===== config.mk =====
export PLATFORM = sky130hd
export DESIGN_NAME = uart_frame_packer_flat
export DESIGN_NICKNAME = d
export VERILOG_FILES = /design/src/rtl/uart_frame_packer_if.sv /design/src/rtl/uart_frame_packer.sv /design/src/flat_wrapper.sv
export SDC_FILE = /design/constraint.sdc
export NUM_CORES = 1
export LEC_CHECK = 0
export CAP_MARGIN = 20
export CORE_MARGIN = 4
export CORE_UTILIZATION = 30
export CTS_CLUSTER_DIAMETER = 120
export CTS_CLUSTER_SIZE = 20
export DETAILED_ROUTE_END_ITERATION = 16
export HOLD_SLACK_MARGIN = 0.08
export PLACE_DENSITY = 0.46
export SKIP_LAST_GASP = 1
export SLEW_MARGIN = 30
export SYNTH_ARGS = -nofsm -noshare
export SYNTH_HDL_FRONTEND = slang
export SYNTH_SLANG_ARGS = --single-unit

===== constraint.sdc =====
create_clock -name i_clk -period 4.3 [get_ports i_clk]
set_input_delay 1.29 -clock i_clk [delete_from_list [all_inputs] [get_ports i_clk]]
set_output_delay 1.29 -clock i_clk [all_outputs]
set_load 0.005 [all_outputs]

===== src/rtl/uart_frame_packer_if.sv =====
// Sample stream and UART-transmitter handshake bundle for uart_frame_packer.
// The packer connects through the slave modport; the environment that feeds
// samples and owns the transmitter busy flag uses the master modport.
interface uart_frame_packer_if #(
    parameter int unsigned DATA_W = 32
);
    logic              i_valid;
    logic [DATA_W-1:0] i_data;
    logic              o_ready;
    logic              o_tx_start;
    logic [7:0]        o_tx_data;
    logic              i_tx_busy;
    logic              o_busy;
    logic              o_frame_done;

    modport slave (
        input  i_valid,
        input  i_data,
        input  i_tx_busy,
        output o_ready,
        output o_tx_start,
        output o_tx_data,
        output o_busy,
        output o_frame_done
    );

    modport master (
        output i_valid,
        output i_data,
        output i_tx_busy,
        input  o_ready,
        input  o_tx_start,
        input  o_tx_data,
        input  o_busy,
        input  o_frame_done
    );
endinterface


===== src/rtl/uart_frame_packer.sv =====
// Wraps every FRAME_LEN samples in a frame: HDR0, HDR1, payload bytes
// (each sample MSB byte first) and an 8-bit modular sum of the payload.
// Bytes go out one at a time over the UART start/data/busy handshake.
//
// state  | meaning
// S_IDLE | no frame open, waiting for the first sample
// S_HDR0 | sending the first header byte
// S_HDR1 | sending the second header byte
// S_DATA | sending the bytes of the held sample
// S_LOAD | mid-frame, waiting for the next sample
// S_CSUM | sending the checksum byte
//
// Each sending state steps through ISSUE (start pulse, only while the
// transmitter is idle), GAP (busy ignored while the transmitter raises it)
// and WAIT (hold until busy falls).
module uart_frame_packer #(
    parameter int unsigned FRAME_LEN = 256,
    parameter int unsigned DATA_W    = 32,
    parameter logic [7:0]  HDR0      = 8'hAA,
    parameter logic [7:0]  HDR1      = 8'h55
) (
    input logic i_clk,
    input logic i_rst,
    uart_frame_packer_if.slave bus
);
    localparam int unsigned BYTES     = DATA_W / 8;
    localparam logic [1:0]  LAST_IDX  = 2'(BYTES - 1);
    localparam logic [15:0] LAST_SAMP = 16'(FRAME_LEN);

    typedef enum logic [2:0] {
        S_IDLE,
        S_HDR0,
        S_HDR1,
        S_DATA,
        S_LOAD,
        S_CSUM
    } state_t;

    typedef enum logic [1:0] {
        P_ISSUE,
        P_GAP,
        P_WAIT
    } phase_t;

    state_t            state_q, state_d;
    phase_t            phase_q, phase_d;
    logic [DATA_W-1:0] hold_q, hold_d;
    logic [15:0]       cnt_q, cnt_d;
    logic [1:0]        idx_q, idx_d;
    logic [7:0]        csum_q, csum_d;
    logic [7:0]        tx_data_q, tx_data_d;
    logic              done_q, done_d;

    logic              ready;
    logic              xfer;
    logic              tx_start;
    logic [4:0]        shamt;
    logic [7:0]        data_byte;
    logic [7:0]        cur_byte;

    assign ready = (state_q == S_IDLE) || (state_q == S_LOAD);
    assign xfer  = bus.i_valid && ready;

    // Select the payload byte for the current index, most significant first.
    always_comb begin
        shamt     = {LAST_IDX - idx_q, 3'b000};
        data_byte = hold_q[shamt +: 8];
    end

    // Byte presented to the transmitter for whichever sending state is active.
    always_comb begin
        cur_byte = 8'h00;
        case (state_q)
            S_HDR0:  cur_byte = HDR0;
            S_HDR1:  cur_byte = HDR1;
            S_DATA:  cur_byte = data_byte;
            S_CSUM:  cur_byte = csum_q;
            default: cur_byte = 8'h00;
        endcase
    end

    // Next-state, datapath updates and the start pulse.
    always_comb begin
        state_d   = state_q;
        phase_d   = phase_q;
        hold_d    = hold_q;
        cnt_d     = cnt_q;
        idx_d     = idx_q;
        csum_d    = csum_q;
        tx_data_d = tx_data_q;
        done_d    = 1'b0;
        tx_start  = 1'b0;

        case (state_q)
            S_IDLE: begin
                if (xfer) begin
                    hold_d  = bus.i_data;
                    csum_d  = 8'h00;
                    cnt_d   = 16'd1;
                    idx_d   = 2'd0;
                    phase_d = P_ISSUE;
                    state_d = S_HDR0;
                end
            end

            S_LOAD: begin
                if (xfer) begin
                    hold_d  = bus.i_data;
                    cnt_d   = cnt_q + 16'd1;
                    idx_d   = 2'd0;
                    phase_d = P_ISSUE;
                    state_d = S_DATA;
                end
            end

            default: begin
                case (phase_q)
                    P_ISSUE: begin
                        // Also covers a transmitter still busy with an older byte.
                        if (!bus.i_tx_busy) begin
                            tx_start  = 1'b1;
                            tx_data_d = cur_byte;
                            if (state_q == S_DATA) begin
                                csum_d = csum_q + cur_byte;
                            end
                            phase_d = P_GAP;
                        end
                    end

                    P_GAP: begin
                        phase_d = P_WAIT;
                    end

                    default: begin
                        if (!bus.i_tx_busy) begin
                            phase_d = P_ISSUE;
                            case (state_q)
                                S_HDR0: state_d = S_HDR1;
                                S_HDR1: begin
                                    idx_d   = 2'd0;
                                    state_d = S_DATA;
                                end
                                S_DATA: begin
                                    if (idx_q == LAST_IDX) begin
                                        state_d = (cnt_q == LAST_SAMP) ? S_CSUM : S_LOAD;
                                    end else begin
                                        idx_d = idx_q + 2'd1;
                                    end
                                end
                                S_CSUM: begin
                                    done_d  = 1'b1;
                                    state_d = S_IDLE;
                                end
                                default: state_d = S_IDLE;
                            endcase
                        end
                    end
                endcase
            end
        endcase
    end

    // State and datapath registers; reset abandons any frame in progress.
    always_ff @(posedge i_clk) begin
        if (i_rst) begin
            state_q   <= S_IDLE;
            phase_q   <= P_ISSUE;
            hold_q    <= '0;
            cnt_q     <= 16'd0;
            idx_q     <= 2'd0;
            csum_q    <= 8'h00;
            tx_data_q <= 8'h00;
            done_q    <= 1'b0;
        end else begin
            state_q   <= state_d;
            phase_q   <= phase_d;
            hold_q    <= hold_d;
            cnt_q     <= cnt_d;
            idx_q     <= idx_d;
            csum_q    <= csum_d;
            tx_data_q <= tx_data_d;
            done_q    <= done_d;
        end
    end

    // The new byte is visible in the start cycle and held until the next start.
    assign bus.o_tx_start   = tx_start;
    assign bus.o_tx_data    = tx_start ? cur_byte : tx_data_q;
    assign bus.o_ready      = ready;
    assign bus.o_busy       = (state_q != S_IDLE);
    assign bus.o_frame_done = done_q;

endmodule


===== src/flat_wrapper.sv =====
// flat-port wrapper written by rule: the top's interface ports become plain ports
module uart_frame_packer_flat 
#(
    parameter int unsigned FRAME_LEN = 256,
    parameter int unsigned DATA_W    = 32,
    parameter logic [7:0]  HDR0      = 8'hAA,
    parameter logic [7:0]  HDR1      = 8'h55
)
  (i_clk, i_rst, bus_i_valid, bus_i_data, bus_i_tx_busy, bus_o_ready, bus_o_tx_start, bus_o_tx_data, bus_o_busy, bus_o_frame_done);
  uart_frame_packer_if #(.DATA_W(DATA_W)) bus_i ();
  input logic i_clk;
  input logic i_rst;
  input wire logic [$bits(bus_i.i_valid)-1:0] bus_i_valid;
  input wire logic [$bits(bus_i.i_data)-1:0] bus_i_data;
  input wire logic [$bits(bus_i.i_tx_busy)-1:0] bus_i_tx_busy;
  output wire logic [$bits(bus_i.o_ready)-1:0] bus_o_ready;
  output wire logic [$bits(bus_i.o_tx_start)-1:0] bus_o_tx_start;
  output wire logic [$bits(bus_i.o_tx_data)-1:0] bus_o_tx_data;
  output wire logic [$bits(bus_i.o_busy)-1:0] bus_o_busy;
  output wire logic [$bits(bus_i.o_frame_done)-1:0] bus_o_frame_done;
  assign bus_i.i_valid = bus_i_valid;
  assign bus_i.i_data = bus_i_data;
  assign bus_i.i_tx_busy = bus_i_tx_busy;
  assign bus_o_ready = bus_i.o_ready;
  assign bus_o_tx_start = bus_i.o_tx_start;
  assign bus_o_tx_data = bus_i.o_tx_data;
  assign bus_o_busy = bus_i.o_busy;
  assign bus_o_frame_done = bus_i.o_frame_done;
  uart_frame_packer #(.FRAME_LEN(FRAME_LEN), .DATA_W(DATA_W), .HDR0(HDR0), .HDR1(HDR1)) u_core (.i_clk(i_clk), .i_rst(i_rst), .bus(bus_i));
endmodule

==> results of run 1 <==
==> worst max path at each step <==
| stage | endpoint | cells after the start | slack (ns) |
|---|---|---|---|
| 2_1_floorplan | bus_o_tx_data[1] | 3 | 0.79 |
| 3_3_place_gp | bus_o_tx_data[3] | 5 | -0.03 |
| 3_5_place_dp | bus_o_tx_data[1] | 5 | -0.07 |
| 4_1_cts | bus_o_tx_data[1] | 5 | 0.18 |
| 5_1_grt | bus_o_tx_data[0] | 5 | 0.12 |
| 6_report | bus_o_tx_data[1] | 5 | 0.22 |
==> cell families after synthesis <==
kind of cell | Yosys count | synth area share
XOR/XNOR | 15 | 0.03708
buffers and inverters | 30 | 0.03955
AO/OA/AOI/OAI | 93 | 0.1681
adder cells (fa/ha/maj) | 11 | 0.04096
multiplexers | 15 | 0.07839
AND/OR/NAND/NOR | 166 | 0.2292
flip-flops | 72 | 0.4068
==> power groups by stage <==
stage	sequential, mW	combinational [mW]	clock (mW)
finish	0.730	0.292	0.821
CTS	0.730	0.298	0.842
global placement	0.744	0.290	0
floorplan	0.730	0.190	0
global route	0.734	0.328	0.867
detailed placement	0.745	0.291	0
==> flip-flops by register name (all words and copies together), names as in the netlist <==
name                     flops
u_core.hold_q               32
u_core.cnt_q                16
u_core.csum_q                8
u_core.tx_data_q             8
u_core.state_q               3
u_core.idx_q                 2
u_core.phase_q               2
u_core.bus.o_frame_done      1
==> metrics by stage <==
step / hold slack, ns / total power [mW] / TNS [ns]
after detailed placement: 0.4454 / 1.036 / -0.3454
after CTS: 0.4544 / 1.870 / 0
final: 0.4514 / 1.843 / 0
after global placement: 0.4408 / 1.033 / -0.1239
after floorplan: 0.4315 / 0.9198 / 0
after global routing: 0.4768 / 1.930 / 0
==> synth_stat cells, drive strengths merged (5+ instances only) <==
| master | n | area, um^2 |
|---|---|---|
| nor2 | 28 | 105.1 |
| clkbuf | 11 | 41.29 |
| buf | 12 | 72.57 |
| nand2 | 79 | 296.5 |
| a22oi | 7 | 66.31 |
| mux4 | 8 | 187.7 |
| nand4 | 5 | 31.28 |
| dfxtp | 72 | 1441 |
| o21ai | 10 | 61.31 |
| xor2 | 7 | 61.31 |
| nand2b | 9 | 56.30 |
| nor4 | 5 | 37.53 |
| ha | 10 | 125.1 |
| mux2 | 7 | 90.08 |
| a21oi | 49 | 245.2 |
| xnor2 | 8 | 70.07 |
| nor2b | 9 | 78.83 |
| a22o | 7 | 61.31 |
| nand3 | 5 | 25.02 |
| inv | 7 | 26.28 |
| or3 | 6 | 37.54 |
==> critical path, cell delays in order <==
cell             delay, ns
dlygate4sd2_1         0.27
nor4_4                0.25
buf_6                 0.18
mux2_2                0.35
clkdlybuf4s50_1       0.44
==> layout make-up <==
cell class / count / area, um^2 / share of cell area
Multi-Input combinational cell: 300 / 1982 / 0.4412
Sequential cell: 72 / 1441 / 0.3209
Timing Repair Buffer: 56 / 535.5 / 0.1192
Clock buffer: 9 / 225.2 / 0.05014
Tap cell: 143 / 178.9 / 0.03983
Clock inverter: 7 / 102.6 / 0.02284
Inverter: 7 / 26.28 / 0.005850
==> metal layers <==
metal	share of wire	wire [um]	GRT usage
met2	0.41	3463	0.1873
met1	0.53	4410	0.1855
met5	0	0	0
met4	0.013	106	0.04128
met3	0.045	380	0.03731
==> timing repair <==
item,4_1_cts,5_1_grt
hold endpoints to repair,0,0
resized for setup,5,0
endpoints found under the setup margin,7,0
==> results.md, run 1 <==
- Largest net degree at the start of global routing: 44
- Worst Hold Class: reg -> reg
- Ys Warns: 0
- Post-synthesis sequential area ratio: 0.4068
- Critical path endpoint category: primary output
- Worst-margin pin slew: 0.6414 ns
- Min Tclk post-route: 4.082 ns
- Post-Place Worst Slack: -0.07126 ns
- Maximum VDD drop: 241.5 uV
- Starting Density: 0.3090
- Clock sink total: 72
- Clock network fraction of total power: 0.445
- Post-CTS Repair Setup Buffers: 0
- Clock Path Buffers: 2
- Gate power share: 0.159
- Skew-Pair Late Insertion Delay: 0.33 ns
- Hold Path Depth: 2
- Critical path data required time: 3.01 ns
- Critical R2R Capture: u_core.csum_q[6]
- Setup WS post-layout: 0.2179 ns
- EDFF count, synth: 0
- Internal power: 1.358 mW
- Post-DP HPWL: 6000 um
- Outcome: finished, final reports clean
- Die Ht: 116.7 um
- Final wirelength: 8360 um
- Core footprint: 11,470 um^2
- Switching share of power: 0.2628
- P per Cell Area: 410.3 nW/um^2
- Reg2reg path depth: 10
- Final setup viols: 0
- Yosys cell types: 52
- Hold worst-path end: u_core.hold_q[11]
- Leak: 1.632 nW
- Avg WL per Cell: 14.07 um
- Layout cells sized above 1: 0.1131
- Drt first pass iters: 4
- Net count, final: 493
- Via count: 2,941
- Clock slew at the register clock pins of the worst setup and hold paths: 0.06 ns
- Site row count: 39
- IO buf count: 47
- Die area: 13,610 um^2
- Worst Setup Path Type: in -> out
- FFs w/ async S/R, synth: 0
- First-pass GRT wire length: 14,060 um
- Fin area: 4492 um^2
- Fill cell count: 1,183
- Synthesized netlist cell count: 402
- Commonest non-fill, non-tap cells in the layout: nand2_1, dfxtp_1, a21oi_1
- Clk_skew: 0.006455 ns
- P_sw: 0.4843 mW
- CP startpoint: bus_i_tx_busy
- Placed instance area: 4145 um^2
- Worst Setup Start Kind: input port
- Root Buffer: clkbuf_16
- Seq pwr share: 0.396
- Mapped Area: 3543 um^2
- Die width: 116.7 um
- Vias in the first global route: 2,833
- Ant diodes: 0
- Normalized max-slew margin: 0.5708
- Crit-path max FO: 5
- TritonCTS clock tree: done
- HP Start: u_core.hold_q[11]
- Post-Route Utilization: 0.3917
- Final cell count without fillers: 594
- Tcrit/Tclk final: 0.9493
- Via/cell ratio: 4.951
- Synth Register Bits: 72
- Max Slew Vio Count: 0
- Initial drt markers: 130
- Area delta synth->final: 26.77%
- CTS Buf Count: 9
- Max-cap violation count: 0
- RR Startpoint: u_core.idx_q[0]
- I/O pin count: 48
- Synth Flop Type: dfxtp_1
- RSZ-0062 raised after global routing: no
- Fin. Hold Viols: 0
- Antenna viol nets, final: 0
- Placed instance count: 577
- # DRC: 0
- Total Routing Usage GR: 0.1296
- Initial antenna violation count: 0
- Arrival time at the worst endpoint: 2.79 ns
- Grt ovf: 0
- Commonest non-fill, non-tap cell in the layout: nand2_1
- H-tree depth: 3
- F_max: 245.0 MHz
- Gpl congestion: 0.8026
- Post-CTS Hold Buffers: 0
- Avg Inst Size Synth: 8.814 um^2
- Mapped Nets: 449
- Register-to-register setup slack: 0.98 ns
Note: power is estimated with default switching activity, not from simulation.
==> run 2, diff against run 1 <==
- CELL_PAD_IN_SITES_DETAIL_PLACEMENT: not set -> 1
- CELL_PAD_IN_SITES_GLOBAL_PLACEMENT: not set -> 1
- PLACE_DENSITY: 0.46 -> 0.58
==> run 2 against run 1 <==
Against the previous run: design area shrank 0.14%; flip-flop and latch count stayed put; clock-buffer cell count up 2; combinational power grew 4%; worst hold slack better by 0.0026 ns; cell count rose by 0.17%; maximum frequency down 0.95%; power shrank 2.1%.
==> results.md, run 2 (same netlist as run 1, synthesis figures left out) <==
- Via count: 2,985
- Leak: 1.630 nW
- Layout cells sized above 1: 0.1150
- Switching share of power: 0.2649
- Worst Hold Class: reg -> reg
- Placed instance area: 4145 um^2
- Initial drt markers: 123
- Final wirelength: 9397 um
- Largest net degree at the start of global routing: 39
- Clock Path Buffers: 2
- # DRC: 0
- Ant diodes: 0
- P per Cell Area: 402.3 nW/um^2
- Final setup viols: 0
- Die Ht: 116.7 um
- Drt first pass iters: 4
- Critical path endpoint category: primary output
- Crit-path max FO: 5
- IO buf count: 47
- H-tree depth: 3
- Antenna viol nets, final: 0
- Clk_skew: 0.006604 ns
- RSZ-0062 raised after global routing: no
- Clock slew at the register clock pins of the worst setup and hold paths: 0.06 ns
- RR Startpoint: u_core.idx_q[0]
- Max Slew Vio Count: 0
- CP startpoint: bus_i_tx_busy
- Commonest non-fill, non-tap cell in the layout: nand2_1
- Root Buffer: clkbuf_16
- Gate power share: 0.169
- Avg WL per Cell: 15.79 um
- Die width: 116.7 um
- Largest register FFs: 32
- P_sw: 0.4780 mW
- Fin. Hold Viols: 0
- Power, Total: 1.804 mW
- Maximum VDD drop: 165.0 uV
- Post-DP HPWL: 6540 um
- Critical path data required time: 3.01 ns
- Max-cap violation count: 0
- Area delta synth->final: 26.59%
- Tcrit/Tclk final: 0.9584
- F_max: 242.6 MHz
- Normalized max-slew margin: 0.5578
- Placed instance count: 577
- Starting Density: 0.3090
- Post-CTS Hold Buffers: 0
- Worst Setup Start Kind: input port
- Die area: 13,610 um^2
- TritonCTS clock tree: done
- Arrival time at the worst endpoint: 2.83 ns
- First-pass GRT wire length: 16,080 um
- Outcome: finished, final reports clean
- Site row count: 39
- I/O pin count: 48
- Total Routing Usage GR: 0.1498
- Min Tclk post-route: 4.121 ns
- Internal power: 1.326 mW
- Seq pwr share: 0.405
- Via/cell ratio: 5.017
- Gpl congestion: 0.7929
- HP Start: u_core.hold_q[26]
- Worst-margin pin slew: 0.6608 ns
- Vias in the first global route: 3,204
- Net count, final: 495
- Grt ovf: 0
- Top Registers: u_core.hold_q x32, u_core.cnt_q x16
- Worst Setup Path Type: in -> out
- Core footprint: 11,470 um^2
- CTS Buf Count: 9
- Fin area: 4486 um^2
- Register with the most flip-flops: u_core.hold_q
- Commonest non-fill, non-tap cells in the layout: nand2_1, dfxtp_1, a21oi_1
- Clock network fraction of total power: 0.427
- Setup TNS: 0 ns
- Post-Route Utilization: 0.3912
- Skew-Pair Late Insertion Delay: 0.33 ns
- Initial antenna violation count: 0
- Final cell count without fillers: 595
- Clock sink total: 72
## run 2: worst paths after layout
| kind | slack (ns) | depth (start not counted) | endpoint |
|---|---|---|---|
| max | 0.18 | 5 | bus_o_tx_data[6] |
| min | 0.45 | 2 | u_core.hold_q[26] |
| max reg2reg | 0.94 | 10 | u_core.csum_q[6] |
| min reg2reg | 0.45 | 2 | u_core.hold_q[26] |
## run 2: power groups by stage
stage / Sequential, mW / Combinational [mW] / Clock [mW]
5_1_grt: 0.737 / 0.340 / 0.823
2_1_floorplan: 0.730 / 0.190 / 0
4_1_cts: 0.731 / 0.309 / 0.793
6_report: 0.731 / 0.304 / 0.770
3_3_place_gp: 0.743 / 0.293 / 0
3_5_place_dp: 0.745 / 0.296 / 0
## run 2: through the flow
step | hold slack [ns] | worst slack [ns]
finish | 0.4540 | 0.1787
global route | 0.4799 | 0.07231
CTS | 0.4566 | 0.1758
detailed placement | 0.4483 | -0.1099
global placement | 0.4401 | -0.05366
floorplan | 0.4315 | 0.7859
## run 2: cell type report
cell class,instances,area [um^2]
fill,1328,6982
multi-input combinational,300,1982
sequential,72,1441
timing repair buffer,58,550.5
clock buffer,11,252.7
tap,143,178.9
clock inverter,4,53.80
inverter,7,26.28
## run 2: what timing repair did
action | CTS | global route
endpoints found under the setup margin | 8 | 0
endpoints found under the hold margin | 0 | 0
buffers inserted | 2 | 0
resized for setup | 6 | 0
## run 2: critical path, cell delays in order
cell and delay [ns]:
dlygate4sd2_1 0.27, nor4_4 0.27, buf_4 0.24, mux2_4 0.31
clkdlybuf4s50_1 0.45
## run 2: layer usage
metal | vias to the layer above | wire [um] | GRT usage | share of wire
met4 | 0 | 108 | 0.04893 | 0.011
li1 | 1493 | - | - | -
met2 | 45 | 4336 | 0.2344 | 0.46
met3 | 8 | 314 | 0.03575 | 0.033
met5 | - | 0 | 0 | 0
met1 | 1439 | 4638 | 0.2034 | 0.49
